File: src/rtl/lcd_rx_pkg.sv
// Shared types and constants for the LCD panel-side receiver.
package lcd_rx_pkg;

  localparam int RX_XW = 11;
  localparam int RX_YW = 11;

  localparam logic [31:0] SIG_SEED = 32'hFFFF_FFFF;

  typedef enum logic [1:0] {
    RX_OFF,
    RX_SYNC,
    RX_ACTIVE
  } rx_state_t;

  typedef struct packed {
    logic [23:0]      data;
    logic [RX_XW-1:0] x;
    logic [RX_YW-1:0] y;
    logic             sof;
  } rx_pix_t;

  function automatic logic [31:0] sig_step(input logic [31:0] sig, input logic [23:0] d);
    return {sig[30:0], sig[31]} ^ {8'h00, d};
  endfunction

endpackage

File: src/rtl/lcd_rx_fifo.sv
// Synchronous pixel FIFO with flush; a push into a full FIFO is accepted only
// when a pop happens in the same cycle.
module lcd_rx_fifo
  import lcd_rx_pkg::*;
#(
  parameter int  DEPTH = 8,
  parameter type T     = rx_pix_t
) (
  input  logic                     clk,
  input  logic                     rst_n,
  input  logic                     flush,
  input  logic                     push,
  input  logic                     pop,
  input  T                         din,
  output T                         dout,
  output logic                     full,
  output logic                     empty,
  output logic [$clog2(DEPTH):0]   count
);

  localparam int AW = $clog2(DEPTH);
  localparam int CW = AW + 1;

  T               mem [DEPTH];
  logic [AW-1:0]  wr_ptr;
  logic [AW-1:0]  rd_ptr;
  logic           do_push;
  logic           do_pop;

  assign full    = (count == CW'(DEPTH));
  assign empty   = (count == '0);
  assign do_pop  = pop & ~empty;
  assign do_push = push & (~full | do_pop);
  assign dout    = mem[rd_ptr];

  always_ff @(posedge clk) begin
    if (do_push && !flush) mem[wr_ptr] <= din;
  end

  always_ff @(posedge clk or negedge rst_n) begin
    if (!rst_n) begin
      wr_ptr <= '0;
      rd_ptr <= '0;
      count  <= '0;
    end else if (flush) begin
      wr_ptr <= '0;
      rd_ptr <= '0;
      count  <= '0;
    end else begin
      if (do_push) wr_ptr <= wr_ptr + AW'(1);
      if (do_pop)  rd_ptr <= rd_ptr + AW'(1);
      case ({do_push, do_pop})
        2'b10:   count <= count + CW'(1);
        2'b01:   count <= count - CW'(1);
        default: count <= count;
      endcase
    end
  end

endmodule

File: src/rtl/lcd_panel_rx.sv
// Panel-side LCD pin receiver: pixel capture, X/Y tagging, geometry and error flags.
// Optional frame signature enabled by defining LCD_RX_SIG_EN.
module lcd_panel_rx
  import lcd_rx_pkg::*;
#(
  parameter int FIFO_DEPTH = 8,
  parameter int XW         = 11,
  parameter int YW         = 11
) (
  input  logic          HCLK,
  input  logic          HRESETn,
  input  logic          LCDPWR,
  input  logic          LCDFP,
  input  logic          LCDLP,
  input  logic          LCDENA_LCDM,
  input  logic          LCDDCLK,
  input  logic [23:0]   LCDVD,
  input  logic          ivs,
  input  logic          ihs,
  input  logic          clr,
  output logic          px_valid,
  input  logic          px_ready,
  output logic [23:0]   px_data,
  output logic [XW-1:0] px_x,
  output logic [YW-1:0] px_y,
  output logic          px_sof,
  output logic [XW-1:0] last_ppl,
  output logic [YW-1:0] last_lpp,
  output logic [15:0]   frame_cnt,
  output logic          frame_done,
  output logic          ovf_err,
  output logic          line_err,
  output logic [31:0]   frame_sig
);

  typedef struct packed {
    logic [23:0]   data;
    logic [XW-1:0] x;
    logic [YW-1:0] y;
    logic          sof;
  } pix_t;

  rx_state_t     state, state_d;
  logic          dclk_q, fp_q, lp_q, ena_q;
  logic          fp, lp, dclk_rise, fp_rise, lp_rise;
  logic [XW-1:0] x, x_inc, ref_ppl;
  logic [YW-1:0] y, y_inc;
  logic          sof_pend;
  logic          active, cap, eol, frame_end, frame_start;
  logic          pop, full, empty, ovf_hit, line_bad;
  logic [$clog2(FIFO_DEPTH):0] fifo_count;
  pix_t          head, push_pix;
  logic          unused_sigs;

  assign fp        = LCDFP ^ ivs;
  assign lp        = LCDLP ^ ihs;
  assign dclk_rise = LCDDCLK & ~dclk_q;
  assign fp_rise   = fp & ~fp_q;
  assign lp_rise   = lp & ~lp_q;
  assign x_inc     = (&x) ? x : x + XW'(1);
  assign y_inc     = (&y) ? y : y + YW'(1);

  always_comb begin
    state_d = state;
    if (!LCDPWR) begin
      state_d = RX_OFF;
    end else begin
      case (state)
        RX_OFF:  state_d = RX_SYNC;
        RX_SYNC: if (fp_rise) state_d = RX_ACTIVE;
        default: state_d = state;
      endcase
    end
  end

  // A frame pulse with the line still open closes it in the same cycle; a
  // pixel strobe coinciding with the frame pulse is not captured.
  always_comb begin
    active      = LCDPWR & (state == RX_ACTIVE);
    frame_start = LCDPWR & fp_rise & (state != RX_OFF);
    frame_end   = active & fp_rise;
    cap         = active & dclk_rise & LCDENA_LCDM & ~fp_rise;
    eol         = active & ena_q & (fp_rise | (dclk_rise & ~LCDENA_LCDM));
    pop         = px_valid & px_ready;
    ovf_hit     = cap & full & ~pop;
    line_bad    = eol & (y != '0) & (x != ref_ppl);
  end

  always_ff @(posedge HCLK or negedge HRESETn) begin
    if (!HRESETn) begin
      state      <= RX_OFF;
      dclk_q     <= 1'b0;
      fp_q       <= 1'b0;
      lp_q       <= 1'b0;
      ena_q      <= 1'b0;
      x          <= '0;
      y          <= '0;
      sof_pend   <= 1'b0;
      ref_ppl    <= '0;
      last_ppl   <= '0;
      last_lpp   <= '0;
      frame_cnt  <= '0;
      frame_done <= 1'b0;
      ovf_err    <= 1'b0;
      line_err   <= 1'b0;
    end else begin
      state      <= state_d;
      dclk_q     <= LCDDCLK;
      fp_q       <= fp;
      lp_q       <= lp;
      frame_done <= frame_end;

      if (!LCDPWR || fp_rise) ena_q <= 1'b0;
      else if (dclk_rise)     ena_q <= LCDENA_LCDM;

      if (!LCDPWR) begin
        x        <= '0;
        y        <= '0;
        sof_pend <= 1'b0;
      end else if (frame_start) begin
        x        <= '0;
        y        <= '0;
        sof_pend <= 1'b1;
      end else if (eol) begin
        x <= '0;
        y <= y_inc;
      end else if (cap) begin
        x        <= x_inc;
        sof_pend <= 1'b0;
      end

      if (eol) begin
        last_ppl <= x;
        if (y == '0) ref_ppl <= x;
      end

      if (frame_end) begin
        last_lpp  <= eol ? y_inc : y;
        frame_cnt <= frame_cnt + 16'd1;
      end

      ovf_err  <= ovf_hit  | (ovf_err  & ~clr);
      line_err <= line_bad | (line_err & ~clr);
    end
  end

  assign push_pix = '{data: LCDVD, x: x, y: y, sof: sof_pend};

  lcd_rx_fifo #(
    .DEPTH (FIFO_DEPTH),
    .T     (pix_t)
  ) u_fifo (
    .clk   (HCLK),
    .rst_n (HRESETn),
    .flush (~LCDPWR),
    .push  (cap),
    .pop   (pop),
    .din   (push_pix),
    .dout  (head),
    .full  (full),
    .empty (empty),
    .count (fifo_count)
  );

  assign px_valid = ~empty;
  assign px_data  = px_valid ? head.data : '0;
  assign px_x     = px_valid ? head.x    : '0;
  assign px_y     = px_valid ? head.y    : '0;
  assign px_sof   = px_valid & head.sof;

`ifdef LCD_RX_SIG_EN
  logic [31:0] sig, sig_q;

  always_ff @(posedge HCLK or negedge HRESETn) begin
    if (!HRESETn) begin
      sig   <= '0;
      sig_q <= '0;
    end else if (frame_start) begin
      sig <= SIG_SEED;
      if (frame_end) sig_q <= sig;
    end else if (cap) begin
      sig <= sig_step(sig, LCDVD);
    end
  end

  assign frame_sig = sig_q;
`else
  assign frame_sig = '0;
`endif

  assign unused_sigs = &{1'b0, lp_rise, fifo_count};

endmodule

File: config.mk
export PLATFORM = sky130hd
export DESIGN_NAME = lcd_panel_rx
export DESIGN_NICKNAME = d
export VERILOG_FILES = /design/src/rtl/lcd_rx_pkg.sv /design/src/rtl/lcd_rx_fifo.sv /design/src/rtl/lcd_panel_rx.sv
export SDC_FILE = /design/constraint.sdc
export NUM_CORES = 1
export LEC_CHECK = 0
export BUFFER_PORTS_ARGS = -buffer_cell sky130_fd_sc_hd__buf_2
export CORE_ASPECT_RATIO = 0.7
export CORE_MARGIN = 5
export CORE_UTILIZATION = 60
export CTS_BUF_LIST = sky130_fd_sc_hd__clkbuf_8
export DETAILED_ROUTE_END_ITERATION = 16
export PLACE_DENSITY_LB_ADDON = 0.05
export SETUP_SLACK_MARGIN = 0.15
export SLEW_MARGIN = 10
export SYNTH_ARGS = -nofsm -noshare
export SYNTH_HDL_FRONTEND = slang
export SYNTH_SLANG_ARGS = --single-unit
File: constraint.sdc
create_clock -name HCLK -period 7.2 [get_ports HCLK]
set_input_delay 1.44 -clock HCLK [delete_from_list [all_inputs] [get_ports HCLK]]
set_output_delay 1.44 -clock HCLK [all_outputs]
set_load 0.1 [all_outputs]
==> flow_summary.yaml <==
outcome:
  status: "complete, no violations"
critical_path:
  r2r_start: "state[0]"
  r2r-end: "u_fifo.mem[7][3]"
  critPathKind: "flip-flop to primary output"
  start_kind: "flip-flop"
  crit_arrival_ns: 3.30
  cp.required_ns: 5.76
  rrSetupSlack_ns: 3.68
  reg2reg_depth: 6
  crit_path_max_fanout: 69
  crit_path_end_kind: "primary output"
clocking:
  worstSkewPairLatency_ns: 0.59
  cts_setup_buffers: 0
  clock_sinks: 466
  cts_resized: 0
  cts_buffers: 69
  postCtsHoldBufs: 0
  clk_pin_slew_worst_paths_ns: 0.07
  cts_tree: "built"
  clockRootBuffer: "clkbuf_8"
  clockBufferDepth: 3
  cts_max_level: 3
sta:
  setup_viol: 0
  max_freq_mhz: 211
  hold_viol_final: 0
  tns_ns: 0
  drv_slew: 0
  min_period_ns: 4.74
  skew_ns: 0.0261
  rsz0062_at_grt: "no"
  fin_crit_sh_pct: 65.9
  worst_pin_slew_ns: 1.09
  slew_headroom_pct: 27.4
synthesis:
  synth_top_area_share_pct: 60.0
  synth_top_area_cell: "edfxtp_1"
  ys_seq_area_share_pct: 72.0
  synth_cells: 1045
  synth_most_common_cell: "edfxtp_1"
  synthTopCellsByCount: "edfxtp_1, mux4_2, dfrtp_1"
  synth_ff_type: "edfxtp_1"
  ys_ff_latch: 466
  ys.warnings.count: 0
  yosysUniqueCellTypes: 53
  avgSynthCellArea_um2: 18.0
  synth.cell_area_um2: 18800
  synth_edf_count: 376
  ys_top_cells_by_area: "edfxtp_1, dfrtp_1, mux4_2, mux2i_1, nor2_1"
  async_flop_share_pct: 19.3
routing:
  dr.pass1.iters: 5
  drt_wl_total_um: 36400
  routedWlPerCell_um: 21.7
  vias: 9542
  vias_per_cell: 5.70
  dr.first_iter.drc_count: 852
  drcViolationCount: 0
  ant_nets: 0
floorplanning:
  placementRows: 54
  fp.dieW_um: 222
  dieArea_um2: 35100
  die_h_um: 158
  core_um2: 31100
  ios: 156
  initial_core_util_pct: 60.6
power:
  comb_power_share_pct: 4.9
  leakagePower_nw: 8.00
  switching_share_pct: 23.1
  power.switching_mw: 1.19
  seqPwrFrac_pct: 56.6
  ir_drop_mv: 0.156
  power_density_nw_per_um2: 244
  p_int_mw: 3.96
  power_frac_clock_pct: 38.4
global_route:
  grt_overflow_total: 0
  track_usage_pct: 21.2
  grt_pass1_vias: 9918
  grt_antenna_before_repair: 1
  grt_pass1_wl_um: 57000
  grt_max_degree: 78
layout:
  syn2layout_area_growth_pct: 12.0
  multi_input_area_um2: 4940
  regArea_um2: 13600
  nFillCells: 2146
  nNetsFinal: 1244
  fin_cells: 1675
  drive_gt1_share_pct: 27.0
worst_hold_path:
  holdPathEnd: "frame_cnt[15]"
  hold_class: "flip-flop to flip-flop"
  hold_path_startpoint: "frame_cnt[15]"
  hold_depth: 1
placed_design:
  routabilityCongestion: 0.778
  dp.cells: 1550
  port_buffers: 121
  dp_hpwl_um: 19900
flow_run:
  maxCapViolCount: 0
## worst max-delay path: stages (launching register included)
cell and delay (ns):
dfrtp_4 1.09, buf_4 0.53, mux4_2 0.29, mux2i_1 0.07, nor2_1 0.24, buf_2 0.48
## final cells by class
cell class              instances  area share (%)
flip-flops and latches        466            64.3
multi-input cells             518            23.5
clock buffers                  77            5.03
repair buffers                137            3.51
well taps                     420            2.49
clock inverters                47            1.06
inverters                       9           0.160
diodes                          1          0.0119
## how the worst max path moves through the flow
stage / start / endpoint
after floorplan: ivs / u_fifo.mem[1][0]
after global placement: LCDPWR / u_fifo.mem[5][43]
after detailed placement: LCDPWR / u_fifo.mem[7][3]
after CTS: u_fifo.rd_ptr[0] / px_x[2]
after global routing: u_fifo.rd_ptr[1] / px_x[8]
final: u_fifo.rd_ptr[1] / px_x[8]
## through the flow
| stage | power [mW] | area [um^2] | setup slack [ns] | hold WS (ns) | util (%) |
|---|---|---|---|---|---|
| after detailed placement | 3.23 | 19800 | 2.44 | 0.464 | 63.7 |
| after global placement | 3.23 | 19800 | 2.53 | 0.456 | 63.7 |
| final | 5.15 | 21100 | 2.46 | 0.466 | 67.8 |
| after global routing | 5.36 | 21100 | 2.19 | 0.501 | 67.8 |
| after floorplan | 3.18 | 18900 | 1.02 | 0.478 | - |
| after CTS | 5.21 | 21100 | 2.39 | 0.473 | 67.8 |
## cell usage in the layout (no fill, tap or decap), types with 3 or more instances in the layout
cell type,synthesis,final
xnor2_1,23,23
xor2_1,23,23
a21oi_1,10,10
mux2i_1,51,51
nor4_1,9,8
and4_1,7,7
and3_1,11,11
ha_1,8,8
dfrtp_1,90,87
dfrtp_4,0,3
a31oi_1,3,3
clkinv_1,0,12
buf_2,18,120
nor2_1,81,78
and2_1,8,8
nand2_1,44,44
buf_4,36,16
nor2_4,0,3
nor3_2,1,4
nand3_1,17,17
clkbuf_8,0,77
o31ai_1,5,5
nor3_1,12,8
mux2_1,23,23
nand4_1,13,13
inv_1,7,33
clkinv_2,0,5
edfxtp_1,376,376
nand2b_1,4,4
mux4_2,94,94
o21ai_1,14,14
conb_1,1,32
## cell families (layout without fill, tap and decap cells)
family | count (synthesis) | after routing | synth area share, %
compound gates | 46 | 46 | 1.57
xor+xnor | 47 | 47 | 2.23
fa+ha+maj | 8 | 8 | 0.532
buf+inv | 92 | 270 | 2.72
flops | 466 | 466 | 72.0
mux | 168 | 168 | 15.3
other cells | 1 | 33 | 0.0199
simple gates | 217 | 217 | 5.63
## sequential cells by signal, summed over array words and instances (netlist names), 2 cells and up
register       count
x                 11
last_lpp          11
u_fifo.mem       376
u_fifo.rd_ptr      3
u_fifo.count       4
last_ppl          11
ref_ppl           11
state              2
frame_cnt         16
y                 11
u_fifo.wr_ptr      3
## power groups by stage
stage	Combinational, mW	Clock (mW)	Sequential (mW)
6_report	0.255	1.98	2.92
5_1_grt	0.270	2.17	2.92
4_1_cts	0.257	2.03	2.92
3_5_place_dp	0.257	0	2.97
3_3_place_gp	0.253	0	2.97
2_1_floorplan	0.189	0	3.00
## routing by layer
| layer | global-route usage (%) | up-vias | routed length (um) |
|---|---|---|---|
| met5 | 0 | - | 0 |
| met4 | 6.31 | 0 | 651 |
| met3 | 3.74 | 52 | 1500 |
| met2 | 33.9 | 224 | 17500 |
| met1 | 30.7 | 4940 | 16700 |
| li1 | - | 4326 | - |
Note: power is estimated with default switching activity, not from simulation.
